[config.mk]
export PLATFORM = sky130hd
export DESIGN_NAME = alu_result_sel_pipe
export DESIGN_NICKNAME = d
export VERILOG_FILES = /design/src/rtl/alu_result_sel_pipe.sv
export SDC_FILE = /design/constraint.sdc
export NUM_CORES = 1
export LEC_CHECK = 0
export ABC_AREA = 1
export BUFFER_PORTS_ARGS = -buffer_cell sky130_fd_sc_hd__buf_2
export CAP_MARGIN = 20
export CORE_UTILIZATION = 49
export DETAILED_ROUTE_END_ITERATION = 6
export PLACE_DENSITY = 0.87
export RECOVER_POWER = 25
export REMOVE_ABC_BUFFERS = 1
export SETUP_SLACK_MARGIN = 0.02
export SLEW_MARGIN = 40
export SYNTH_ARGS = -nofsm -noshare
export SYNTH_HDL_FRONTEND = slang
export SYNTH_SLANG_ARGS = --single-unit
[constraint.sdc]
create_clock -name clk -period 5.2 [get_ports clk]
set_input_delay 0.26 -clock clk [delete_from_list [all_inputs] [get_ports clk]]
set_output_delay 0.26 -clock clk [all_outputs]
set_load 0.01 [all_outputs]
[src/rtl/alu_result_sel_pipe.sv]
// alu_result_sel_pipe
// Registered result selector with a 2-entry valid/ready output buffer.
// The opcode selects one of NUM_OPS packed results and its aux bit.
// The selected entry is flagged as zero or illegal when it is captured.
// The head entry drives out_*. The skid entry absorbs one extra transfer,
// so in_ready can be a plain register with no path from out_ready.
//
// Optional build macro: ALU_SEL_ERRCNT_EN adds an 8-bit saturating count of
// illegal-opcode transfers (err_cnt) and a synchronous clear input (err_clr).
//
// Occupancy states:
//   state | meaning
//   EMPTY | no entry held, out_valid=0, in_ready=1
//   ONE   | head holds an entry, skid empty, in_ready=1
//   TWO   | head and skid both hold entries, in_ready=0

module alu_result_sel_pipe #(
    parameter int W       = 8,
    parameter int NUM_OPS = 13,
    parameter int OPC_W   = 4
) (
    input  logic                 clk,
    input  logic                 rst_n,
    input  logic                 in_valid,
    output logic                 in_ready,
    input  logic [OPC_W-1:0]     in_opc,
    input  logic [NUM_OPS*W-1:0] res_bus,
    input  logic [NUM_OPS-1:0]   aux_bus,
    output logic                 out_valid,
    input  logic                 out_ready,
    output logic [W-1:0]         out_data,
    output logic                 out_aux,
    output logic                 out_zero,
    output logic                 out_illegal,
    output logic [OPC_W-1:0]     out_opc
`ifdef ALU_SEL_ERRCNT_EN
    ,
    input  logic                 err_clr,
    output logic [7:0]           err_cnt
`endif
);

    typedef enum logic [1:0] {
        EMPTY = 2'd0,
        ONE   = 2'd1,
        TWO   = 2'd2
    } occ_t;

    typedef struct packed {
        logic [W-1:0]     data;
        logic             aux;
        logic             zero;
        logic             illegal;
        logic [OPC_W-1:0] opc;
    } entry_t;

    occ_t   state;
    entry_t head;
    entry_t skid;
    entry_t sel;

    logic in_xfer;
    logic out_xfer;
    logic legal;

    assign in_xfer  = in_valid && in_ready;
    assign out_xfer = out_valid && out_ready;

    // Build the candidate entry from the current opcode; only legal opcodes
    // match a slice, so an out-of-range opcode falls through to data=0.
    always_comb begin
        sel.data    = '0;
        sel.aux     = 1'b0;
        sel.opc     = in_opc;
        legal       = 1'b0;
        for (int k = 0; k < NUM_OPS; k++) begin
            if (in_opc == OPC_W'(k)) begin
                sel.data = res_bus[k*W +: W];
                sel.aux  = aux_bus[k];
                legal    = 1'b1;
            end
        end
        sel.illegal = !legal;
        sel.zero    = legal && (sel.data == '0);
    end

    // Occupancy FSM; buffer contents, out_valid and in_ready are all registered here.
    always_ff @(posedge clk or negedge rst_n) begin
        if (!rst_n) begin
            state     <= EMPTY;
            out_valid <= 1'b0;
            in_ready  <= 1'b1;
            head      <= '0;
            skid      <= '0;
        end else begin
            case (state)
                EMPTY: begin
                    if (in_xfer) begin
                        head      <= sel;
                        out_valid <= 1'b1;
                        in_ready  <= 1'b1;
                        state     <= ONE;
                    end
                end
                ONE: begin
                    case ({in_xfer, out_xfer})
                        2'b10: begin
                            skid     <= sel;
                            in_ready <= 1'b0;
                            state    <= TWO;
                        end
                        2'b01: begin
                            out_valid <= 1'b0;
                            in_ready  <= 1'b1;
                            state     <= EMPTY;
                        end
                        2'b11: begin
                            head  <= sel;
                            state <= ONE;
                        end
                        default: begin
                            state <= ONE;
                        end
                    endcase
                end
                TWO: begin
                    if (out_xfer) begin
                        head     <= skid;
                        in_ready <= 1'b1;
                        state    <= ONE;
                    end
                end
                default: begin
                    out_valid <= 1'b0;
                    in_ready  <= 1'b1;
                    state     <= EMPTY;
                end
            endcase
        end
    end

    assign out_data    = head.data;
    assign out_aux     = head.aux;
    assign out_zero    = head.zero;
    assign out_illegal = head.illegal;
    assign out_opc     = head.opc;

`ifdef ALU_SEL_ERRCNT_EN
    // Count accepted illegal opcodes, saturating; clear wins over increment.
    always_ff @(posedge clk or negedge rst_n) begin
        if (!rst_n) begin
            err_cnt <= 8'd0;
        end else if (err_clr) begin
            err_cnt <= 8'd0;
        end else if (in_xfer && sel.illegal && (err_cnt != 8'hFF)) begin
            err_cnt <= err_cnt + 8'd1;
        end
    end
`endif

endmodule

==> flow_summary.yaml, run 1 <==
floorplanning:
  io_pins: 142
  dieArea_mm2: 0.00550
  start_util_pct: 52.3
  rows: 25
  dieHeight_um: 74.2
  core-area_mm2: 0.00488
  die_w_um: 74.2
critical_path:
  cpPeakStageDelay_ns: 0.59
  endpoint_kind: "flip-flop"
  critical_path_class: "reg2reg"
  path_buf_inv: 2
  cp_cell_sequence: "nand2_1 > inv_1 > ha_1 > a21oi_1 > nor2_1 > clkinv_1 > a21oi_1 > o21ai_0 > nand2_1"
  critical_path.top_delay_family: "buffers and inverters"
  worstPathMaxFanout: 27
  cp_slowest_cell: "clkinv_1"
  critPathLaunchType: "flip-flop"
  crit_required_ns: 5.43
  worstPathArrival_ns: 2.62
logic_synthesis:
  synth_top_family_by_area: "simple AND/OR/NAND/NOR gates"
  synth_compound_area_share_pct: 11.1
  yosysSeqAreaShare_pct: 33.4
  synth-simple-area-share_pct: 45.4
  syn_avg_cell_area_um2: 6.06
  synth_cell_types: 28
  synth_xor_xnor_area_share_pct: 0
  ys_ff_latch: 34
  netlist_area_mm2: 0.00255
  synthesis.instances: 421
  yosys_warnings: 0
  synthAdderAreaFrac_pct: 1.96
  muxShareOfSynthArea_pct: 0
clocking:
  cts_max_path_buffers: 2
  h-tree-depth: 2
  cts.sinks: 34
  cts_resized: 0
  path_clk_slew_ns: 0.08
  cts_inserted_buffers: 5
  clk_latency_ns: 0.29
  cts_tree: "done"
  cts_hold_buf: 0
  cts_setup_buffers: 0
  clock-root-buffer: "clkbuf_8"
status:
  violations: "capacitance limit, slew limit"
  status: "complete, but fails checks"
timing:
  min_period_ns: 2.39
  tns_ns: 0
  tightestPinTransition_ns: 1.77
  grt_setup_unrepaired: "no"
  maxSlewViolCount: 35
  finalSetupViolations: 0
  relSlewSlack_pct: -18.1
  fin_crit_sh_pct: 46.0
  skew_ns: 0.0122
  finalHoldViolCount: 0
  setup_ws_ns: 2.81
  max_freq_mhz: 418
hold_path:
  hold_class: "in2reg"
grt:
  grt_use_total_pct: 31.3
  grt-ovfl-total: 0
  grt_pass1_vias: 3033
  grt_max_degree: 35
  antenna_found_initial: 0
  grt_pass1_wl_mm: 13.1
route:
  via_per_inst: 5.25
  first_iter_violations: 236
  drc: 0
  vias: 3308
  wire_per_inst_um: 12.8
  wl_mm: 8.06
  drt-pass1-iter-count: 6
  route.antenna.remaining_nets: 0
finish:
  layout.nets: 691
  instances_no_fill: 630
  area_growth_pct: 33.6
  diodes: 0
  drive_above_1_share_pct: 29.1
  final_util_pct: 69.9
power:
  p_leak_nw: 1.98
  p_per_area_mw_per_mm2: 177
  ir_drop_v: 0.000107
  total_power_w: 0.000602
place:
  dpl.cell_count: 622
  place_ws_ns: 2.81
  dp_hpwl_mm: 6.53
  portBuffers: 141
  gp_congestion: 0.935
flow_run:
  maxCapViolations: 1
==> logic make-up (layout without fill, tap and decap cells) <==
group	Yosys count	count (layout)
flip-flops	34	34
buffers and inverters	55	197
adder cells (fa/ha/maj)	4	4
AND/OR/NAND/NOR	273	273
AO/OA/AOI/OAI	55	55
==> sequential cells by signal (all words and copies together), names as in the netlist <==
| register | count |
|---|---|
| skid | 15 |
| out_data | 8 |
| out_opc | 4 |
| state | 2 |
| in_ready | 1 |
| out_aux | 1 |
| out_illegal | 1 |
| out_valid | 1 |
| out_zero | 1 |
==> cell usage in the layout, fill, tap and decap left out, drive strengths merged <==
cell type  netlist  routed
o21ai           38      38
nor2            66      66
nand3           25      25
clkinvlp         0       1
a211oi           1       1
clkinv           1       2
a21boi           1       1
buf              2     140
and3             1       1
ha               4       4
dfstp            1       1
clkbuf           5       7
nor3b            1       1
o31ai            1       1
nor3             2       2
dfrtp           33      33
nand2          156     156
a21oi           14      14
nand4           19      19
or2              3       3
inv             47      47
==> tightest hold or removal path, delay by kind of cell <==
| family | cells | cell delay [ns] |
|---|---|---|
| compound gates | 1 | 0.10 |
| buf+inv | 2 | 0.24 |
==> routing by layer <==
layer / vias to the layer above / part of all wire, % / global-route usage [%]
met5: - / 0 / 0
met4: 0 / 2.8 / 12.0
met3: 24 / 7.2 / 5.15
met2: 185 / 49 / 54.2
met1: 1478 / 41 / 38.8
li1: 1621 / - / -
==> power breakdown <==
part	total, W	switching (W)	internal [W]
clock	0.000208	0.000102	0.000106
combinational	0.000130	0.0000738	0.0000557
sequential	0.000264	0	0.000264
total	0.000602	0.000176	0.000427
==> per-stage QoR <==
step,hold slack (ns),instance area (um^2)
floorplan,-0.0356,2520
global placement,0.356,3310
detailed placement,0.364,3320
CTS,0.0547,3410
global route,0.374,3410
finish,0.351,3410
==> worst paths after layout <==
check | startpoint | end | slack (ns) | depth (start not counted)
max reg2reg | in_ready$_DFFE_PN1P_ | out_data[7]$_DFFE_PN0P_ | 2.81 | 9
min reg2reg | out_data[3]$_DFFE_PN0P_ | out_data[3]$_DFFE_PN0P_ | 0.49 | 2
max in group asynchronous | rst_n | out_data[7]$_DFFE_PN0P_ | 3.74 | 1
min in group asynchronous | rst_n | out_opc[2]$_DFFE_PN0P_ | 0.43 | 1
max | in_ready$_DFFE_PN1P_ | out_data[7]$_DFFE_PN0P_ | 2.81 | 9
min | in_opc[2] | skid[2]$_DFFE_PN0P_ | 0.35 | 3
==> cell usage after synthesis <==
master,n,area share (%)
buf_1,1,0.15
or2_0,1,0.25
o21ai_0,37,7.3
clkinv_1,1,0.15
nand2_4,1,0.44
nand3_1,25,4.9
nor2_4,2,0.88
nand2_2,1,0.25
clkbuf_1,5,0.74
o21ai_1,1,0.20
inv_1,45,6.6
dfrtp_1,33,32
and3_1,1,0.25
a21boi_1,1,0.29
a211oi_1,1,0.29
nor3_1,2,0.39
dfstp_2,1,1.0
nor3b_1,1,0.29
ha_1,4,2.0
a21oi_1,14,2.7
inv_2,2,0.29
nand4_1,19,4.7
nor2_2,6,1.5
or2_2,2,0.49
nor2_1,58,8.5
nand2_1,154,23
o31ai_1,1,0.29
buf_2,1,0.20
==> final cells by class <==
cell class / count / area, um^2
multi-input combinational: 332 / 1500
fill: 457 / 1470
sequential: 34 / 852
timing repair buffer: 141 / 704
inverter: 48 / 180
tap: 67 / 83.8
clock buffer: 6 / 82.6
clock inverter: 2 / 12.5
Note: power is estimated with default switching activity, not from simulation.
==> inputs of run 2 (changes only) <==
CORE_UTILIZATION = 45   (was 49)
PLACE_DENSITY = 0.81   (was 0.87)
clock period = 2.3 ns   (was 5.2 ns; I/O delays follow)
==> run 2 against run 1 <==
Net effect:
- the flow now finishes without violations
- non-clock buffer count increased by 5
- cell area grew 1.4%
- sequential cell count stayed put
- largest cell class unchanged
==> flow_summary.yaml, run 2 (synthesis results as in run 1) <==
status:
  status: "completed"
route:
  wl_mm: 8.46
  vias: 3218
  via_per_inst: 5.00
  drt-pass1-iter-count: 5
  wire_per_inst_um: 13.2
  drc: 0
  first_iter_violations: 209
  route.antenna.remaining_nets: 0
place:
  post_dp_cell_area_mm2: 0.00335
  portBuffers: 141
  dp_hpwl_mm: 6.96
  gp_congestion: 1.00
timing:
  tightestPinTransition_ns: 0.824
  finalHoldViolCount: 0
  relSlewSlack_pct: 45.1
  fin_crit_sh_pct: 81.2
  skew_ns: 0.00964
  grt_setup_unrepaired: "no"
  tns_ns: 0
  maxSlewViolCount: 0
  min_period_ns: 1.87
  max_freq_mhz: 535
  finalSetupViolations: 0
critical_path:
  cp_slowest_cell: "dfstp_2"
  cpPeakStageDelay_ns: 0.54
  critPathMostFrequentCell: "nand2_1"
  crit_required_ns: 2.44
  critical_path_class: "reg2reg"
  endpoint_kind: "flip-flop"
  worstPathMaxFanout: 15
  path_buf_inv: 3
  critical_path.top_delay_family: "flip-flops"
  critPathLaunchType: "flip-flop"
  cp_cell_sequence: "nand2_1 > inv_1 > ha_1 > a21oi_1 > nor2_1 > inv_2 > buf_4 > nand2_1 > o21ai_0"
  worstPathArrival_ns: 2.01
grt:
  busiest_layer: "met2"
  grt_pass1_wl_mm: 13.4
  grt_pass1_vias: 3076
  met1_usage_pct: 32.8
  antenna_found_initial: 3
  met2_usage_pct: 50.3
  grt_use_total_pct: 28.5
  grt_use_met3_pct: 4.76
  grt_max_degree: 35
  grt-ovfl-total: 0
floorplanning:
  start_util_pct: 46.6
  dieArea_mm2: 0.00598
  rows: 27
  dieHeight_um: 77.3
  core-area_mm2: 0.00547
  io_pins: 142
  die_w_um: 77.3
clocking:
  cts_tree: "done"
  cts_max_path_buffers: 2
  path_clk_slew_ns: 0.07
  clock-root-buffer: "clkbuf_8"
  cts_inserted_buffers: 5
  cts_setup_buffers: 0
  h-tree-depth: 2
  clk_latency_ns: 0.29
  cts.sinks: 34
finish:
  final_util_pct: 63.2
  final_cell_mix: "154 x nand2_1, 140 x buf_2, 58 x nor2_1"
  largest_register_ffs: 15
  drive_above_1_share_pct: 29.6
  layout.nets: 696
  final_cell_area_mm2: 0.00346
  area_growth_pct: 35.5
  regMostFlops: "skid"
  layout_commonest_cell: "nand2_1"
hold_path:
  hold_class: "in2reg"
power:
  ir_drop_v: 0.000246
  p_leak_nw: 2.01
  p_per_area_mw_per_mm2: 390
flow_run:
  maxCapViolations: 0
## run 2: final timing paths
check	depth (start not counted)	start	end	slack, ns
worst max-delay path	9	in_ready$_DFFE_PN1P_	out_data[3]$_DFFE_PN0P_	0.43
worst min-delay path	5	res_bus[103]	skid[14]$_DFFE_PN0P_	0.21
worst max register to register	9	in_ready$_DFFE_PN1P_	out_data[3]$_DFFE_PN0P_	0.43
worst min register to register	2	out_zero$_DFFE_PN0P_	out_zero$_DFFE_PN0P_	0.48
max in group asynchronous	2	rst_n	skid[10]$_DFFE_PN0P_	1.33
min in group asynchronous	2	rst_n	out_valid$_DFFE_PN0P_	0.45
## run 2: cell type report
cell class | instances | area (um^2)
diodes | 3 | 7.51
clock buffers | 7 | 86.3
clock inverters | 1 | 5.00
fillers | 546 | 2010
inverters | 48 | 180
multi-input cells | 332 | 1490
flip-flops and latches | 34 | 852
well taps | 72 | 90.1
repair buffers | 146 | 746
## run 2: power by group
part	total, W	leakage, nW	switching (W)	internal (W)
logic	0.000296	1.52	0.000167	0.000129
clock network	0.000455	0.0482	0.000214	0.000241
registers	0.000598	0.445	0	0.000598
total	0.00135	2.01	0.000381	0.000968
## run 2: what timing repair did
action                     CTS  global route
setup endpoints to repair    0             2
hold buffers                 1             0
resized for setup            0             1
hold endpoints to repair    33             0
## run 2: metal layers
metal  vias up  routed length [um]
li1       1630                   -
met1      1419                3340
met2       149                4330
met3        20                 568
met4         0                 221
met5         -                   0
## run 2: worst reg2reg max path: stages (launching register included)
cell     delay, ns
dfstp_2       0.54
nand2_1       0.08
inv_1         0.13
ha_1          0.16
a21oi_1       0.06
nor2_1        0.21
inv_2         0.16
buf_4         0.21
nand2_1       0.08
o21ai_0       0.10
## run 2: per-stage QoR
stage	hold WS [ns]	worst slack (ns)	instances	power (W)
after floorplan	-0.181	0.338	414	0.000738
after global placement	0.224	0.344	631	0.000901
after detailed placement	0.225	0.208	631	0.000902
after CTS	0.211	0.174	640	0.00136
after global routing	0.240	0.281	643	0.00141
final	0.212	0.432	643	0.00135
